==> config.mk <==
export PLATFORM = sky130hd
export DESIGN_NAME = ram_arbiter
export DESIGN_NICKNAME = d
export VERILOG_FILES = /design/src/rtl/ram_arbiter.sv
export SDC_FILE = /design/constraint.sdc
export NUM_CORES = 1
export LEC_CHECK = 0
export CORE_MARGIN = 1
export CORE_UTILIZATION = 37
export CTS_CLUSTER_SIZE = 28
export DETAILED_ROUTE_END_ITERATION = 6
export PLACE_DENSITY = 0.84
export SYNTH_ARGS = -nofsm -noshare
export SYNTH_HDL_FRONTEND = slang
export SYNTH_SLANG_ARGS = --single-unit
==> constraint.sdc <==
create_clock -name clk -period 1.45 [get_ports clk]
set_input_delay 0.29 -clock clk [delete_from_list [all_inputs] [get_ports clk]]
set_output_delay 0.29 -clock clk [all_outputs]
set_load 0.02 [all_outputs]
==> src/rtl/ram_arbiter.sv <==
// Two-requester round-robin arbiter in front of a single-port RAM.
// Commands are registered onto the RAM pins; read data is routed back by a travelling owner tag.
module ram_arbiter #(
  parameter int unsigned WORD     = 1,
  parameter int unsigned SIZE_LOG = 12
) (
  input  logic                clk,
  input  logic                reset,
  input  logic                a_req,
  input  logic                a_we,
  input  logic [SIZE_LOG-1:0] a_addr,
  input  logic [WORD-1:0]     a_wdata,
  output logic                a_gnt,
  output logic                a_rvalid,
  output logic [WORD-1:0]     a_rdata,
  input  logic                b_req,
  input  logic                b_we,
  input  logic [SIZE_LOG-1:0] b_addr,
  input  logic [WORD-1:0]     b_wdata,
  output logic                b_gnt,
  output logic                b_rvalid,
  output logic [WORD-1:0]     b_rdata,
  output logic                ram_read,
  output logic                ram_write,
  output logic [SIZE_LOG-1:0] ram_address,
  output logic [WORD-1:0]     ram_data_in,
  input  logic [WORD-1:0]     ram_data_out
);

  // rr_q = 1 means B wins the next contended cycle
  logic                rr_q, rr_d;
  logic                ram_read_q, ram_read_d;
  logic                ram_write_q, ram_write_d;
  logic [SIZE_LOG-1:0] addr_q, addr_d;
  logic [WORD-1:0]     data_q, data_d;
  logic                tag_q, tag_d;
  logic                a_rvalid_q, a_rvalid_d;
  logic                b_rvalid_q, b_rvalid_d;

  always_comb begin
    a_gnt       = 1'b0;
    b_gnt       = 1'b0;
    rr_d        = rr_q;
    ram_read_d  = 1'b0;
    ram_write_d = 1'b0;
    addr_d      = addr_q;
    data_d      = data_q;
    tag_d       = tag_q;

    if (!reset) begin
      a_gnt = a_req & (~b_req | ~rr_q);
      b_gnt = b_req & (~a_req | rr_q);
    end

    if (a_gnt) begin
      rr_d        = 1'b1;
      ram_read_d  = ~a_we;
      ram_write_d = a_we;
      addr_d      = a_addr;
      data_d      = a_wdata;
      tag_d       = 1'b0;
    end else if (b_gnt) begin
      rr_d        = 1'b0;
      ram_read_d  = ~b_we;
      ram_write_d = b_we;
      addr_d      = b_addr;
      data_d      = b_wdata;
      tag_d       = 1'b1;
    end

    // Second pipeline stage: the RAM returns data the cycle after it samples a read
    a_rvalid_d = ram_read_q & ~tag_q;
    b_rvalid_d = ram_read_q & tag_q;
  end

  always_ff @(posedge clk or posedge reset) begin
    if (reset) begin
      rr_q        <= 1'b0;
      ram_read_q  <= 1'b0;
      ram_write_q <= 1'b0;
      addr_q      <= '0;
      data_q      <= '0;
      tag_q       <= 1'b0;
      a_rvalid_q  <= 1'b0;
      b_rvalid_q  <= 1'b0;
    end else begin
      rr_q        <= rr_d;
      ram_read_q  <= ram_read_d;
      ram_write_q <= ram_write_d;
      addr_q      <= addr_d;
      data_q      <= data_d;
      tag_q       <= tag_d;
      a_rvalid_q  <= a_rvalid_d;
      b_rvalid_q  <= b_rvalid_d;
    end
  end

  assign ram_read    = ram_read_q;
  assign ram_write   = ram_write_q;
  assign ram_address = addr_q;
  assign ram_data_in = data_q;
  assign a_rvalid    = a_rvalid_q;
  assign b_rvalid    = b_rvalid_q;
  assign a_rdata     = ram_data_out;
  assign b_rdata     = ram_data_out;

endmodule

==> results of run 1 <==
## cells in the final DEF, fill, tap and decap left out, types with 3 or more instances in the layout
cell type / netlist / final
dlygate4sd2_1: 0 / 20
dfrtp_1: 19 / 19
clkdlybuf4s50_1: 0 / 28
o21ai_1: 4 / 4
nor2_1: 14 / 13
o21ai_0: 12 / 12
buf_4: 5 / 8
clkbuf_4: 0 / 3
a31oi_1: 13 / 13
nand3_1: 14 / 14
## flip-flops by register name, indices dropped and copies added, names as in the netlist
| name | cells |
|---|---|
| ram_address | 12 |
| a_rvalid | 1 |
| b_rvalid | 1 |
| ram_data_in | 1 |
| ram_read | 1 |
| ram_write | 1 |
| rr_q | 1 |
| tag_q | 1 |
## stage by stage
step                      hold WS [ns]  setup TNS [ns]  instances
final                           0.1804               0        182
after global routing            0.2036        -0.03260        182
after CTS                       0.1785               0        182
after detailed placement        0.4486          -3.599        178
after global placement          0.4277          -2.764        178
after floorplan                 0.2411               0        100
## power breakdown
group	internal [W]	switching [W]	leakage, nW
Sequential	0.000599	0.0000383	0.223
Combinational	0.000224	0.000242	0.413
Clock	0.000103	0.000167	0.0177
Total	0.000926	0.000447	0.653
## worst reg2reg max path, cell delays in order (launching register included)
cell and delay (ns):
dfrtp_1 0.44, and2_4 0.17, buf_4 0.18, o21ai_0 0.19, and3_1 0.18
## path summary, 6_finish.rpt
| path | depth (start not counted) | from | to |
|---|---|---|---|
| setup / recovery | 3 | rr_q | a_gnt |
| hold / removal | 3 | reset | ram_address[10] |
| setup reg to reg | 4 | rr_q | ram_read |
| hold reg to reg | 1 | tag_q | a_rvalid |
| max in group asynchronous | 3 | reset | ram_data_in |
| min in group clk | 1 | tag_q | a_rvalid |
## synthesized netlist by cell type (all sizes together)
cell type	number
nor2b	1
nand3	14
and3	1
nand2b	3
and2b	1
and2	2
nor2	14
o21ba	1
buf	8
nand2	2
a21boi	1
o21ai	16
a21oi	1
inv	2
a31oi	13
dfrtp	19
clkbuf	1
## metal layers
metal | vias to the layer above | track usage (%) | wire length (um)
li1 | 461 | - | -
met4 | 0 | 9.459 | 40
met5 | - | 0 | 0
met1 | 464 | 22.84 | 993
met3 | 5 | 1.754 | 107
met2 | 38 | 37.45 | 1391
## repair_timing
item | CTS | global route
endpoints found under the setup margin | 19 | 2
pin swaps | 0 | 1
buffers inserted | 0 | 0
gates resized for setup | 30 | 5
cloned | 0 | 0
## cell type report
cell class	instances	area share (%)
multi-input combinational	70	25.85
sequential	19	31.69
timing repair buffer	59	37.78
clock inverter	1	0.3336
tap	28	2.335
clock buffer	3	1.501
inverter	2	0.5004
## cells by family (layout without fill, tap and decap cells)
family / Yosys count / in the layout
AND/OR/NAND/NOR: 38 / 38
buffers and inverters: 11 / 65
flip-flops: 19 / 19
AO/OA/AOI/OAI: 32 / 32
==> impl_metrics.env, run 1 <==
export IMPL_place_congestion=0.8095
export IMPL_synth_top_family_by_area="simple AND/OR/NAND/NOR gates"
export IMPL_routedWlPerCell_um=13.92
export IMPL_hold_path_class="input pin to async pin"
export IMPL_synth_compound_area_share_pct=20.08
export IMPL_multi_input_area_sq_um=387.9
export IMPL_synth_largest_area_cell="dfrtp_1"
export IMPL_ir_drop_v=0.0005990
export IMPL_synth_area_leaders="dfrtp_1, a31oi_1, nand3_1, o21ai_0, nor2_1"
export IMPL_antenna_found_initial=0
export IMPL_yosysWarningCount=0
export IMPL_synthAdderAreaFrac_pct=0
export IMPL_cts_tree="built"
export IMPL_clock_latency_ns=0.30
export IMPL_crit_path_max_incr_delay_ns=0.44
export IMPL_worstPathArrival_ns=1.09
export IMPL_clock_fmax_ghz=0.7225
export IMPL_die_w_um=51.75
export IMPL_fin_area_sq_mm=0.001500
export IMPL_layout_nets=188
export IMPL_pre_cts_ws_ns=-0.5562
export IMPL_maxCapViolCount=0
export IMPL_via_per_inst=5.319
export IMPL_fill_cells=188
export IMPL_ys_seq_elements=19
export IMPL_detail_route_first_pass_iterations=4
export IMPL_grt_pass1_vias=919
export IMPL_synth_xor_area_share_pct=0
export IMPL_drc=0
export IMPL_grt_pass1_wl_um=3933
export IMPL_power_density_mw_per_mm2=914.8
export IMPL_cp_end_kind="primary output"
export IMPL_ctsHoldBuffers=0
export IMPL_synth_area_sq_um=915.9
export IMPL_synth_fp_nets=133
export IMPL_final_setup_viol_count=0
export IMPL_clockBufferDepth=2
export IMPL_grt_usage_pct=20.11
export IMPL_hold_viol=0
export IMPL_post_route_min_period_ns=1.384
export IMPL_relSlewSlack_pct=83.74
export IMPL_place_area_sq_mm=0.001480
export IMPL_total_power_w=0.001372
export IMPL_synth_top_area_share_pct=51.91
export IMPL_drt_total_wl_um=2533
export IMPL_setup_ws_ns=0.06586
export IMPL_dr_total_vias=968
export IMPL_ys_types=21
export IMPL_syn_area_per_cell_sq_um=9.159
export IMPL_drv_slew=0
export IMPL_finalCritPeriodShare_pct=95.46
export IMPL_synthMuxAreaShare_pct=0
export IMPL_coreArea_sq_mm=0.002276
export IMPL_final_antenna_net_count=0
export IMPL_crit_type="flip-flop to primary output"
export IMPL_cts_htree_levels=1
export IMPL_hpwl_um=1901
export IMPL_cp_start_kind="flip-flop"
export IMPL_clk_pin_slew_ns=0.11
export IMPL_synthSimpleGateAreaFrac_pct=20.22
export IMPL_seq_area_sq_um=475.5
export IMPL_grt_overflow=0
export IMPL_port_buffer_count=50
export IMPL_drive_above_1_share_pct=12.99
export IMPL_fin_util_pct=65.92
export IMPL_cp_max_fo=5
export IMPL_std_cell_rows=17
export IMPL_die_h_um=51.75
export IMPL_syn2layout_area_growth_pct=63.80
export IMPL_grt_max_degree=29
export IMPL_clock_sinks=19
export IMPL_netlist_instances=100
export IMPL_ios=54
export IMPL_worst_pin_slew_ns=0.2440
export IMPL_clk_root_buffer_cell="clkbuf_4"
export IMPL_fp_dieArea_sq_mm=0.002678
export IMPL_crit_chain="and2_4 > nor2_4 > buf_6"
export IMPL_skew_ns=0.004115
export IMPL_numCtsBuffers=3
export IMPL_reg2reg_slack_ns=0.24
export IMPL_slowest_stage="dfrtp_1"
export IMPL_critPathRequiredTime_ns=1.16
export IMPL_diodes=0
export IMPL_crit_buf_inv=1
export IMPL_drtIter0Drc=20
export IMPL_cp_top_family="flip-flops"
export IMPL_initial_utilization_pct=40.24
export IMPL_yosysSeqAreaShare_pct=51.91
export IMPL_status="finished clean"
export IMPL_p_leak_nw=0.6532
Note: power is estimated with default switching activity, not from simulation.
==> run 2: changes to the inputs <==
--- a/config.mk
+++ b/config.mk
@@ -10,6 +10,7 @@
 export CTS_CLUSTER_SIZE = 28
 export DETAILED_ROUTE_END_ITERATION = 6
 export PLACE_DENSITY = 0.84
+export SLEW_MARGIN = 10
 export SYNTH_ARGS = -nofsm -noshare
 export SYNTH_HDL_FRONTEND = slang
 export SYNTH_SLANG_ARGS = --single-unit
==> results of run 2 <==
Same layout as run 1: the final DEF is identical, and so are final timing and power.
==> run 3: changes to the inputs <==
--- a/config.mk
+++ b/config.mk
@@ -5,7 +5,6 @@
 export SDC_FILE = /design/constraint.sdc
 export NUM_CORES = 1
 export LEC_CHECK = 0
-export CORE_MARGIN = 1
 export CORE_UTILIZATION = 37
 export CTS_CLUSTER_SIZE = 28
 export DETAILED_ROUTE_END_ITERATION = 6
==> results of run 3 <==
Same layout as run 1: the final DEF is identical, and so are final timing and power.
